[src/rtl/lsu_mem_ctrl.sv]
// ---------------------------------------------------------------------------
// lsu_mem_ctrl : MEM-stage load/store controller (dmem req/gnt/rvalid handshake).
// Optional: define MISALIGN_TRAP_EN to fault misaligned accesses without a bus cycle.
// Revision: 1.0
// ---------------------------------------------------------------------------
`default_nettype none

package lsu_mem_pkg;
  typedef enum logic [2:0] {
    MEM_BYTE   = 3'b000,
    MEM_HALF   = 3'b001,
    MEM_WORD   = 3'b010,
    MEM_BYTE_U = 3'b100,
    MEM_HALF_U = 3'b101
  } mem_op_e;
endpackage

module lsu_mem_ctrl
  import lsu_mem_pkg::*;
#(
  parameter int XLEN           = 32,
  parameter int TIMEOUT_CYCLES = 255
) (
  input  logic            clk,
  input  logic            rst,
  input  logic            req_valid_i,
  input  logic            req_is_store_i,
  input  logic [XLEN-1:0] req_addr_i,
  input  logic [XLEN-1:0] req_wdata_i,
  input  mem_op_e         req_mem_op_i,
  output logic            stall_o,
  output logic            resp_valid_o,
  output logic [XLEN-1:0] resp_rdata_raw_o,
  output logic [XLEN-1:0] resp_addr_o,
  output mem_op_e         resp_mem_op_o,
  output logic            resp_err_o,
  output logic            dmem_req_o,
  input  logic            dmem_gnt_i,
  output logic            dmem_we_o,
  output logic [XLEN-1:0] dmem_addr_o,
  output logic [3:0]      dmem_be_o,
  output logic [XLEN-1:0] dmem_wdata_o,
  input  logic            dmem_rvalid_i,
  input  logic [XLEN-1:0] dmem_rdata_i
);

  localparam int CNT_W = (TIMEOUT_CYCLES > 0) ? $clog2(TIMEOUT_CYCLES + 1) : 1;
  localparam logic [CNT_W-1:0] TO_VAL = CNT_W'(TIMEOUT_CYCLES);
  localparam bit TO_EN = (TIMEOUT_CYCLES != 0);

  typedef enum logic [1:0] {
    S_IDLE = 2'd0,
    S_REQ  = 2'd1,
    S_WAIT = 2'd2,
    S_RESP = 2'd3
  } state_e;

  state_e            state_q, state_d;
  logic [XLEN-1:0]   addr_q, addr_d;
  mem_op_e           op_q, op_d;
  logic              we_q, we_d;
  logic [3:0]        be_q, be_d;
  logic [XLEN-1:0]   wdata_q, wdata_d;
  logic [CNT_W-1:0]  cnt_q, cnt_d;
  logic              err_q, err_d;
  logic [XLEN-1:0]   rdata_q, rdata_d;
  logic [XLEN-1:0]   resp_addr_q, resp_addr_d;
  mem_op_e           resp_op_q, resp_op_d;

  logic [3:0]        w_be;
  logic [XLEN-1:0]   w_wdata;
  logic [CNT_W-1:0]  w_cnt_inc;

  // Lane steering: narrow stores are replicated so every enabled lane sees the data.
  always_comb begin
    w_be    = 4'hF << req_addr_i[1:0];
    w_wdata = req_wdata_i;
    case (req_mem_op_i)
      MEM_BYTE, MEM_BYTE_U: begin
        w_be    = 4'b0001 << req_addr_i[1:0];
        w_wdata = {4{req_wdata_i[7:0]}};
      end
      MEM_HALF, MEM_HALF_U: begin
        w_be    = 4'b0011 << {req_addr_i[1], 1'b0};
        w_wdata = {2{req_wdata_i[15:0]}};
      end
      default: ;
    endcase
  end

`ifdef MISALIGN_TRAP_EN
  logic w_misaligned;

  always_comb begin
    w_misaligned = 1'b0;
    case (req_mem_op_i)
      MEM_HALF, MEM_HALF_U: w_misaligned = req_addr_i[0];
      MEM_WORD:             w_misaligned = |req_addr_i[1:0];
      default:              w_misaligned = 1'b0;
    endcase
  end
`endif

  assign w_cnt_inc = cnt_q + CNT_W'(1);

  always_comb begin
    state_d      = state_q;
    addr_d       = addr_q;
    op_d         = op_q;
    we_d         = we_q;
    be_d         = be_q;
    wdata_d      = wdata_q;
    cnt_d        = cnt_q;
    err_d        = err_q;
    rdata_d      = rdata_q;
    resp_addr_d  = resp_addr_q;
    resp_op_d    = resp_op_q;
    dmem_req_o   = 1'b0;
    resp_valid_o = 1'b0;

    case (state_q)
      S_IDLE: begin
        if (req_valid_i) begin
          addr_d  = req_addr_i;
          op_d    = req_mem_op_i;
          we_d    = req_is_store_i;
          be_d    = w_be;
          wdata_d = w_wdata;
          state_d = S_REQ;
`ifdef MISALIGN_TRAP_EN
          if (w_misaligned) begin
            state_d     = S_RESP;
            err_d       = 1'b1;
            rdata_d     = '0;
            resp_addr_d = req_addr_i;
            resp_op_d   = req_mem_op_i;
          end
`endif
        end
      end
      S_REQ: begin
        dmem_req_o = 1'b1;
        if (dmem_gnt_i) begin
          state_d = S_WAIT;
          cnt_d   = '0;
        end
      end
      S_WAIT: begin
        if (dmem_rvalid_i) begin
          state_d     = S_RESP;
          err_d       = 1'b0;
          rdata_d     = we_q ? '0 : dmem_rdata_i;
          resp_addr_d = addr_q;
          resp_op_d   = op_q;
          cnt_d       = '0;
        end else if (TO_EN && (w_cnt_inc == TO_VAL)) begin
          state_d     = S_RESP;
          err_d       = 1'b1;
          rdata_d     = '0;
          resp_addr_d = addr_q;
          resp_op_d   = op_q;
          cnt_d       = '0;
        end else begin
          cnt_d = TO_EN ? w_cnt_inc : '0;
        end
      end
      S_RESP: begin
        resp_valid_o = 1'b1;
        state_d      = S_IDLE;
      end
      default: state_d = S_IDLE;
    endcase
  end

  always_ff @(posedge clk) begin
    if (rst) begin
      state_q     <= S_IDLE;
      addr_q      <= '0;
      op_q        <= MEM_BYTE;
      we_q        <= 1'b0;
      be_q        <= '0;
      wdata_q     <= '0;
      cnt_q       <= '0;
      err_q       <= 1'b0;
      rdata_q     <= '0;
      resp_addr_q <= '0;
      resp_op_q   <= MEM_BYTE;
    end else begin
      state_q     <= state_d;
      addr_q      <= addr_d;
      op_q        <= op_d;
      we_q        <= we_d;
      be_q        <= be_d;
      wdata_q     <= wdata_d;
      cnt_q       <= cnt_d;
      err_q       <= err_d;
      rdata_q     <= rdata_d;
      resp_addr_q <= resp_addr_d;
      resp_op_q   <= resp_op_d;
    end
  end

  // The pipeline is released in the RESP cycle so it advances on that edge.
  assign stall_o          = req_valid_i & (state_q != S_RESP);
  assign resp_err_o       = (state_q == S_RESP) & err_q;
  assign resp_rdata_raw_o = rdata_q;
  assign resp_addr_o      = resp_addr_q;
  assign resp_mem_op_o    = resp_op_q;
  assign dmem_we_o        = (state_q == S_REQ) & we_q;
  assign dmem_addr_o      = {addr_q[XLEN-1:2], 2'b00};
  assign dmem_be_o        = be_q;
  assign dmem_wdata_o     = wdata_q;

endmodule

`default_nettype wire
[config.mk]
export PLATFORM = sky130hd
export DESIGN_NAME = lsu_mem_ctrl
export DESIGN_NICKNAME = d
export VERILOG_FILES = /design/src/rtl/lsu_mem_ctrl.sv
export SDC_FILE = /design/constraint.sdc
export NUM_CORES = 1
export LEC_CHECK = 0
export ABC_AREA = 1
export BUFFER_PORTS_ARGS = -buffer_cell sky130_fd_sc_hd__buf_2
export CORE_ASPECT_RATIO = 0.5
export CORE_MARGIN = 5
export CORE_UTILIZATION = 45
export CTS_BUF_LIST = sky130_fd_sc_hd__clkbuf_4 sky130_fd_sc_hd__clkbuf_8 sky130_fd_sc_hd__clkbuf_16
export CTS_CLUSTER_SIZE = 24
export DETAILED_ROUTE_END_ITERATION = 6
export PLACE_DENSITY = 0.77
export SYNTH_ARGS = -nofsm -noshare
export SYNTH_HDL_FRONTEND = slang
export SYNTH_SLANG_ARGS = --single-unit
[constraint.sdc]
create_clock -name clk -period 1.9 [get_ports clk]
set_input_delay 0.38 -clock clk [delete_from_list [all_inputs] [get_ports clk]]
set_output_delay 0.38 -clock clk [all_outputs]
set_load 0.1 [all_outputs]
==> results of run 1 <==
==> power breakdown <==
group / leakage (nW) / total (W) / internal [W] / switching [W]
Clock: 0.311 / 0.00365 / 0.00225 / 0.00139
Sequential: 1.23 / 0.00426 / 0.00385 / 0.000410
Combinational: 2.69 / 0.00858 / 0.00168 / 0.00690
Total: 4.23 / 0.0165 / 0.00778 / 0.00871
==> worst max-delay path, stage by stage, from the launching register on <==
cell and delay [ns]:
dfxtp_4 0.37, ha_4 0.17, nand4_1 0.15, nand2_1 0.12
nand3_2 0.12, nor2_4 0.12, nand2_4 0.08, a21oi_4 0.19
buf_12 0.17, clkbuf_16 0.17, nor2_1 0.05, nor2_1 0.09
==> sequential cells by signal (all words and copies together) (netlist names), 2 cells and up <==
signal / count
dmem_be_o: 4
addr_q: 32
op_q: 3
resp_rdata_raw_o: 32
state_q: 2
resp_mem_op_o: 3
cnt_q: 8
dmem_wdata_o: 32
resp_addr_o: 32
==> final cells by class <==
type	count	area [um^2]	area share [%]
antenna	1	2.50	0.0284
clock buffer	19	440	5.01
clock inverter	13	196	2.23
timing repair buffer	273	1700	19.4
sequential	150	3020	34.3
inverter	50	199	2.26
tap	198	248	2.82
multi-input combinational	636	2990	34.0
==> per-layer routing <==
layer	share of wire, %	vias up	GRT usage [%]	wire length (um)
met5	0	-	0	0
met2	49	278	38.3	10000
met4	2.1	0	7.55	420
met1	42	3190	27.0	8650
li1	-	3333	-	-
met3	6.7	44	4.84	1360
==> final timing paths <==
| path | startpoint | endpoint | slack (ns) | depth (start not counted) |
|---|---|---|---|---|
| hold reg to reg | resp_rdata_raw_o[18] | resp_rdata_raw_o[18] | 0.46 | 2 |
| hold / removal | req_addr_i[17] | addr_q[17] | 0.21 | 3 |
| setup reg to reg | cnt_q[1] | resp_addr_o[31] | 0.03 | 11 |
| setup / recovery | cnt_q[1] | resp_addr_o[31] | 0.03 | 11 |
==> through the flow <==
step | instances | hold WS, ns | instance area [um^2] | total power, W | setup slack, ns
2_1_floorplan | 927 | 0.440 | 6620 | 0.0113 | -0.0677
3_3_place_gp | 1298 | 0.447 | 7850 | 0.0125 | 0.0369
3_5_place_dp | 1298 | 0.453 | 7850 | 0.0126 | -0.00492
4_1_cts | 1333 | 0.197 | 8620 | 0.0163 | 0.000763
5_1_grt | 1340 | 0.215 | 8800 | 0.0172 | -0.0872
6_report | 1340 | 0.211 | 8800 | 0.0165 | 0.0292
==> logic make-up after synthesis <==
family	after synthesis
simple gates	495
flops	150
buf+inv	141
compound gates	132
fa+ha+maj	7
other cells	1
==> timing repair <==
action                     CTS  global route
setup endpoints to repair   62           104
pin swaps                    2            12
buffers inserted             1             2
cloned                       2             4
resized for setup           12            33
==> cell usage in the layout, fill, tap and decap left out, drive strengths merged, types with 3 or more instances in the layout <==
master,instances
o211ai,5
a31o,4
nand4,10
nand3,41
a31oi,7
nand2,184
o21ai,63
buf,268
a21oi,46
clkinv,7
clkbuf,24
nand3b,35
inv,49
clkinvlp,3
o22ai,4
dfxtp,150
ha,7
nor2,225
bufinv,4
==> impl_metrics.yaml, run 1 <==
outcome:
  status: "completed"
critical_path:
  cp-start-kind: "flip-flop"
  crit_fanout: 11
  required_ns: 2.25
  path_class: "flip-flop to flip-flop"
  cp.arrival_ns: 2.22
  end_kind: "flip-flop"
routing:
  routed_via_density: 5.11
  wl_per_cell_um: 15.3
  drt-initial-drc-count: 498
  drtAntennaViolNets: 0
  drc: 0
  wirelength_mm: 20.5
  via_count: 6845
  dr.pass1.iters: 5
floorplan:
  start_util_pct: 45.7
  dieHeight_um: 95.6
  core_um2: 14400
  die_area_um2: 17300
  io_pins: 245
  die_w_um: 181
  rows: 31
sta:
  finClkSkew_ns: 0.0106
  setup_viol: 0
  rsz0062_at_grt: "true"
  hold_viol_final: 0
  slew_headroom_pct: 65.1
  fin_crit_sh_pct: 98.5
  fin_setup_tns_ns: 0
  slew_viol_final: 0
  period_needed_ns: 1.87
  tightest_slew_ns: 0.527
  fmax_mhz: 535
logic_synthesis:
  synthTopCellsByCount: "222 x nor2_1, 182 x nand2_1, 150 x dfxtp_1"
  netlist_area_um2: 6600
  synth_top_family_by_area: "simple AND/OR/NAND/NOR gates"
  netlist.area_leader.share_pct: 45.5
  syn_avg_cell_area_um2: 7.13
  synth-simple-area-share_pct: 31.6
  yosysWarnings: 0
  synth_edf_count: 0
  synthAdderAreaFrac_pct: 1.33
  synth_compound_area_share_pct: 10.9
  yosysSeqAreaShare_pct: 45.5
  synth.area.mux_share_pct: 0
  synth_cell_types: 28
  synth_area_leaders: "dfxtp_1 46%, nor2_1 13%, nand2_1 10%"
  yosysMostFrequentCell: "nor2_1"
  yosys.area.top_type: "dfxtp_1"
  synthXorXnorAreaFrac_pct: 0
  synthCells: 926
  synth-seq-cells: 150
  ys.flop_type: "dfxtp_1"
  async_reset_ff_share_pct: 0
grt:
  grt_pass1_vias: 6334
  antenna_found_initial: 1
  grt.total_usage_pct: 21.8
  grt_overflow: 0
  grt_pass1_wl_mm: 31.1
  grt_max_degree: 78
place:
  place.gp.congestion: 0.931
  port_buffers: 242
  hpwlAfterDp_mm: 13.5
power_and_ir_drop:
  power.density_nw_per_um2: 1870
  ir_drop_uv: 887
  p_leak_nw: 4.23
flow_run:
  maxCapViolations: 0
layout:
  nNetsFinal: 1240
  fillers: 1278
  postLayoutCoreUtil_pct: 61.0
  drive_above_1_share_pct: 30.9
  syn_to_final_growth_pct: 33.3
cts:
  root_buffer: "clkbuf_16"
  numCtsBuffers: 17
  htreeDepth: 4
  clock-sinks: 150
  clk_latency_ns: 0.42
  cts_tree: "built"
  cts.reportedPaths.clkPinSlew_ns: 0.07
  ctsHoldBuffers: 0
  clockBufferDepth: 2
min_path:
  hold_path.class: "primary input to flip-flop"
Note: power is estimated with default switching activity, not from simulation.
==> inputs of run 2 (changes only) <==
Settings changed: CTS_BUF_LIST sky130_fd_sc_hd__clkbuf_4 sky130_fd_sc_hd__clkbuf_8 sky130_fd_sc_hd__clkbuf_16 to default, MAX_ROUTING_LAYER from default to met4.
==> impl_metrics.yaml, run 2 (synthesis gave the netlist of run 1 again) <==
power_and_ir_drop:
  power_w: 0.0165
  power.density_nw_per_um2: 1870
  ir_drop_uv: 888
  p_leak_nw: 4.22
floorplan:
  die_area_um2: 17300
  dieHeight_um: 95.6
  core_um2: 14400
  die_w_um: 181
  io_pins: 245
  start_util_pct: 45.7
  rows: 31
critical_path:
  path_class: "flip-flop to flip-flop"
  r2r_slack_ns: 0.04
  cp.arrival_ns: 2.21
  cp-start-kind: "flip-flop"
  required_ns: 2.25
  crit_fanout: 11
  worst-r2r-cell-count: 12
  r2r-end: "resp_rdata_raw_o[9]"
  end_kind: "flip-flop"
  crit_start: "cnt_q[0]"
  worst_r2r_startpoint: "cnt_q[0]"
min_path:
  hp-start: "req_addr_i[28]"
  min_to: "addr_q[28]"
  worst_hold_path.num_cells: 3
  hold_path.class: "primary input to flip-flop"
cts:
  cts_tree: "built"
  numCtsBuffers: 17
  cts.reportedPaths.clkPinSlew_ns: 0.06
  clockBufferDepth: 2
  root_buffer: "clkbuf_16"
  clk_latency_ns: 0.42
  htreeDepth: 4
  clock-sinks: 150
sta:
  hold_viol_final: 0
  fin_crit_sh_pct: 98.1
  setup_ws_ns: 0.0356
  finClkSkew_ns: 0.0109
  rsz0062_at_grt: "true"
  slew_headroom_pct: 64.7
  fmax_mhz: 536
  period_needed_ns: 1.86
  setup_viol: 0
  slew_viol_final: 0
  fin_hold_ws_ns: 0.214
  tightest_slew_ns: 0.533
routing:
  via_count: 6767
  wl_per_cell_um: 15.3
  wirelength_mm: 20.5
  drt-initial-drc-count: 518
  drtAntennaViolNets: 0
  routed_via_density: 5.05
  drc: 0
  dr.pass1.iters: 7
place:
  place_inst: 1298
  hpwlAfterDp_mm: 13.5
  place_ws_ns: -0.00492
  place_area_um2: 7850
  place.gp.congestion: 0.948
  port_buffers: 242
flow_run:
  maxCapViolations: 0
layout:
  multi_input_area_um2: 2990
  register_area_um2: 3020
  drive_above_1_share_pct: 30.6
  final_area_um2: 8790
  final_cell_mix: "238 x buf_2, 217 x nor2_1, 172 x nand2_1"
  syn_to_final_growth_pct: 33.3
  nNetsFinal: 1240
  final_cells: 1340
  fillers: 1280
  final_common_cell: "buf_2"
outcome:
  status: "completed"
grt:
  grt_max_degree: 78
  grt_pass1_vias: 6331
  grt.total_usage_pct: 22.5
  grt_overflow: 0
  grt_pass1_wl_mm: 31.1
  antenna_found_initial: 1
[run 2: final cells by class]
| cell class | count | share of cell area (%) |
|---|---|---|
| sequential | 150 | 34.3 |
| multi-input combinational | 636 | 34.0 |
| timing repair buffer | 273 | 19.4 |
| clock buffer | 19 | 4.92 |
| tap | 198 | 2.82 |
| inverter | 50 | 2.26 |
| clock inverter | 13 | 2.23 |
| antenna | 1 | 0.0285 |
[run 2: how the worst max path moves through the flow]
stage | endpoint | slack, ns | depth (start not counted)
floorplan | cnt_q[1] | -0.07 | 9
global placement | dmem_wdata_o[22] | 0.04 | 9
detailed placement | resp_rdata_raw_o[17] | -0.005 | 13
CTS | resp_rdata_raw_o[31] | 0.0008 | 12
global route | resp_addr_o[2] | -0.09 | 12
finish | resp_rdata_raw_o[9] | 0.04 | 12
[run 2: power by group]
part	switching [W]	internal [W]	leakage, nW
sequential	0.000409	0.00385	1.23
combinational	0.00691	0.00168	2.69
clock	0.00138	0.00222	0.304
total	0.00870	0.00775	4.22
[run 2: worst max-delay path, cell delays in order, from the launching register on]
cell	delay (ns)
dfxtp_4	0.36
ha_4	0.17
nand3_1	0.11
nand2_2	0.07
nand2_1	0.09
nand3_2	0.12
nor2_4	0.12
nand2_4	0.08
a21oi_4	0.19
buf_12	0.17
clkbuf_16	0.17
nor2_1	0.04
nor2_1	0.09
[run 2: per-stage QoR]
| step | setup TNS, ns | utilization (%) |
|---|---|---|
| floorplan | -0.193 | - |
| global placement | 0 | 54.4 |
| detailed placement | -0.00805 | 54.4 |
| global route | -2.41 | 60.9 |
| CTS | 0 | 59.7 |
| finish | 0 | 60.9 |
[run 2: timing repair]
| item | 4_1_cts | 5_1_grt |
|---|---|---|
| gates resized for setup | 12 | 33 |
| cloned | 2 | 4 |
| endpoints found under the hold margin | 0 | 0 |
| pin swaps | 2 | 11 |
| hold buffers | 0 | 0 |
| endpoints found under the setup margin | 62 | 104 |
| buffers inserted | 1 | 2 |
[run 2: layer usage]
metal	track usage, %	wire [um]	up-vias
li1	-	-	3333
met1	27.3	8800	3150
met2	38.3	10200	238
met3	4.46	1100	46
met4	7.37	456	0
met5	-	0	-
==> inputs of run 3 (changes only) <==
Settings changed: ABC_AREA 1 to default, CORE_UTILIZATION 45 to 44, PLACE_DENSITY 0.77 to 0.76.
==> impl_metrics.yaml, run 3 <==
grt:
  grt_pass1_wl_mm: 26.4
  grt_max_degree: 102
  antenna_found_initial: 0
  grt_overflow: 0
  grt.total_usage_pct: 19.5
  grt_pass1_vias: 5340
routing:
  wirelength_mm: 17.0
  dr.pass1.iters: 7
  wl_per_cell_um: 15.3
  routed_via_density: 5.01
  drc: 0
  drtAntennaViolNets: 0
  drt-initial-drc-count: 221
  via_count: 5571
critical_path:
  end_kind: "flip-flop"
  required_ns: 2.24
  path_class: "flip-flop to flip-flop"
  cp.arrival_ns: 2.18
  cp-start-kind: "flip-flop"
  crit_fanout: 32
floorplan:
  dieHeight_um: 95.0
  io_pins: 245
  rows: 31
  die_area_um2: 17100
  die_w_um: 180
  core_um2: 14300
  start_util_pct: 44.4
cts:
  clk_latency_ns: 0.41
  numCtsBuffers: 17
  cts.reportedPaths.clkPinSlew_ns: 0.06
  clockBufferDepth: 2
  root_buffer: "clkbuf_16"
  clock-sinks: 150
  cts_tree: "built"
  htreeDepth: 4
logic_synthesis:
  netlist_area_um2: 6350
  synth_cell_types: 44
  yosysSeqAreaShare_pct: 47.3
  syn_avg_cell_area_um2: 9.13
  synth-seq-cells: 150
  synthCells: 696
  yosys.area.top_type: "dfxtp_1"
  ys.flop_type: "dfxtp_1"
  yosysMostFrequentCell: "dfxtp_1"
  yosysWarnings: 0
  async_reset_ff_share_pct: 0
  synth_edf_count: 0
  synth_area_leaders: "dfxtp_1 47%, mux2i_1 8.4%, nand2b_1 7.1%"
  synthTopCellsByCount: "150 x dfxtp_1, 119 x nand2_1, 72 x nand2b_1"
  netlist.area_leader.share_pct: 47.3
layout:
  fillers: 1271
  final_cell_mix: "238 x buf_2, 146 x dfxtp_1, 118 x nand2_1"
  final_area_um2: 8300
  syn_to_final_growth_pct: 30.6
  drive_above_1_share_pct: 34.4
  n_antenna_cell: 0
  final_common_cell: "buf_2"
  nNetsFinal: 1013
power_and_ir_drop:
  ir_drop_uv: 638
  p_leak_nw: 3.70
  power.density_nw_per_um2: 1440
sta:
  fin_setup_tns_ns: 0
  setup_viol: 0
  setup_ws_ns: 0.0621
  fin_crit_sh_pct: 96.7
  hold_viol_final: 0
  slew_viol_final: 0
  slew_headroom_pct: 65.7
  fmax_mhz: 544
  finClkSkew_ns: 0.0109
  period_needed_ns: 1.84
  tightest_slew_ns: 0.518
  fin_hold_ws_ns: 0.192
place:
  place.gp.congestion: 0.843
  place_ws_ns: -0.0223
  hpwlAfterDp_mm: 11.9
  place_area_um2: 7600
  port_buffers: 242
flow_run:
  maxCapViolations: 0
min_path:
  hold_path.class: "primary input to flip-flop"
outcome:
  status: "completed"
run 3: final cells by class:
type	instances	area (um^2)	area share, %
Timing Repair Buffer	265	1520	18.3
Sequential cell	150	3010	36.3
Inverter	8	30.0	0.362
Tap cell	198	248	2.99
Clock inverter	10	146	1.76
Clock buffer	21	460	5.55
Multi-Input combinational cell	459	2880	34.7
run 3: through the flow:
stage | instances | power (W) | utilization [%]
detailed placement | 1077 | 0.00848 | 53.1
CTS | 1108 | 0.0120 | 57.4
finish | 1111 | 0.0119 | 58.0
floorplan | 697 | 0.00773 | -
global placement | 1077 | 0.00842 | 53.1
global route | 1111 | 0.0124 | 58.0
run 3: final timing paths:
kind                                       start                   end  slack, ns  depth (start not counted)
worst max-delay path                    cnt_q[3]  resp_rdata_raw_o[22]       0.06                          6
worst min-delay path            dmem_rdata_i[27]  resp_rdata_raw_o[27]       0.19                          2
worst max register to register          cnt_q[3]  resp_rdata_raw_o[22]       0.06                          6
worst min register to register           op_q[2]               op_q[2]       0.45                          2
run 3: timing repair:
item | CTS | global route
pin swaps | 0 | 2
gates resized for setup | 6 | 4
buffers inserted | 0 | 1
gates cloned | 0 | 2
endpoints found under the setup margin | 42 | 77
hold buffers | 0 | 0
run 3: kinds of logic after synthesis:
| family | Yosys count | synth area share (%) |
|---|---|---|
| xor gates and xnor gates | 3 | 0.414 |
| muxes | 53 | 8.35 |
| buffers and inverters | 88 | 7.94 |
| DFF | 150 | 47.3 |
| other | 1 | 0.0590 |
| AOI/OAI and AO/OA | 146 | 16.1 |
| and+or+nand+nor | 248 | 18.5 |
| adders and majority gates | 7 | 1.38 |
run 3: layer usage:
layer / share of wire (%) / vias to the layer above / global-route usage (%)
met3: 5.6 / 28 / 4.89
li1: - / 2755 / -
met1: 44 / 2611 / 22.7
met2: 49 / 177 / 33.5
met5: 0 / - / -
met4: 1.9 / 0 / 6.65
run 3: where the power goes:
| group | switching [W] | internal (W) | total (W) |
|---|---|---|---|
| combinational | 0.00371 | 0.00100 | 0.00472 |
| clock | 0.00131 | 0.00214 | 0.00346 |
| sequential | 0.000226 | 0.00353 | 0.00375 |
| total | 0.00525 | 0.00667 | 0.0119 |
run 3: worst max-delay path, stage by stage, from the launching register on:
cell and delay, ns:
dfxtp_2 0.40, and3b_1 0.21, o211a_4 0.25, or3_4 0.37, a31oi_4 0.19, buf_12 0.20
a22o_1 0.16
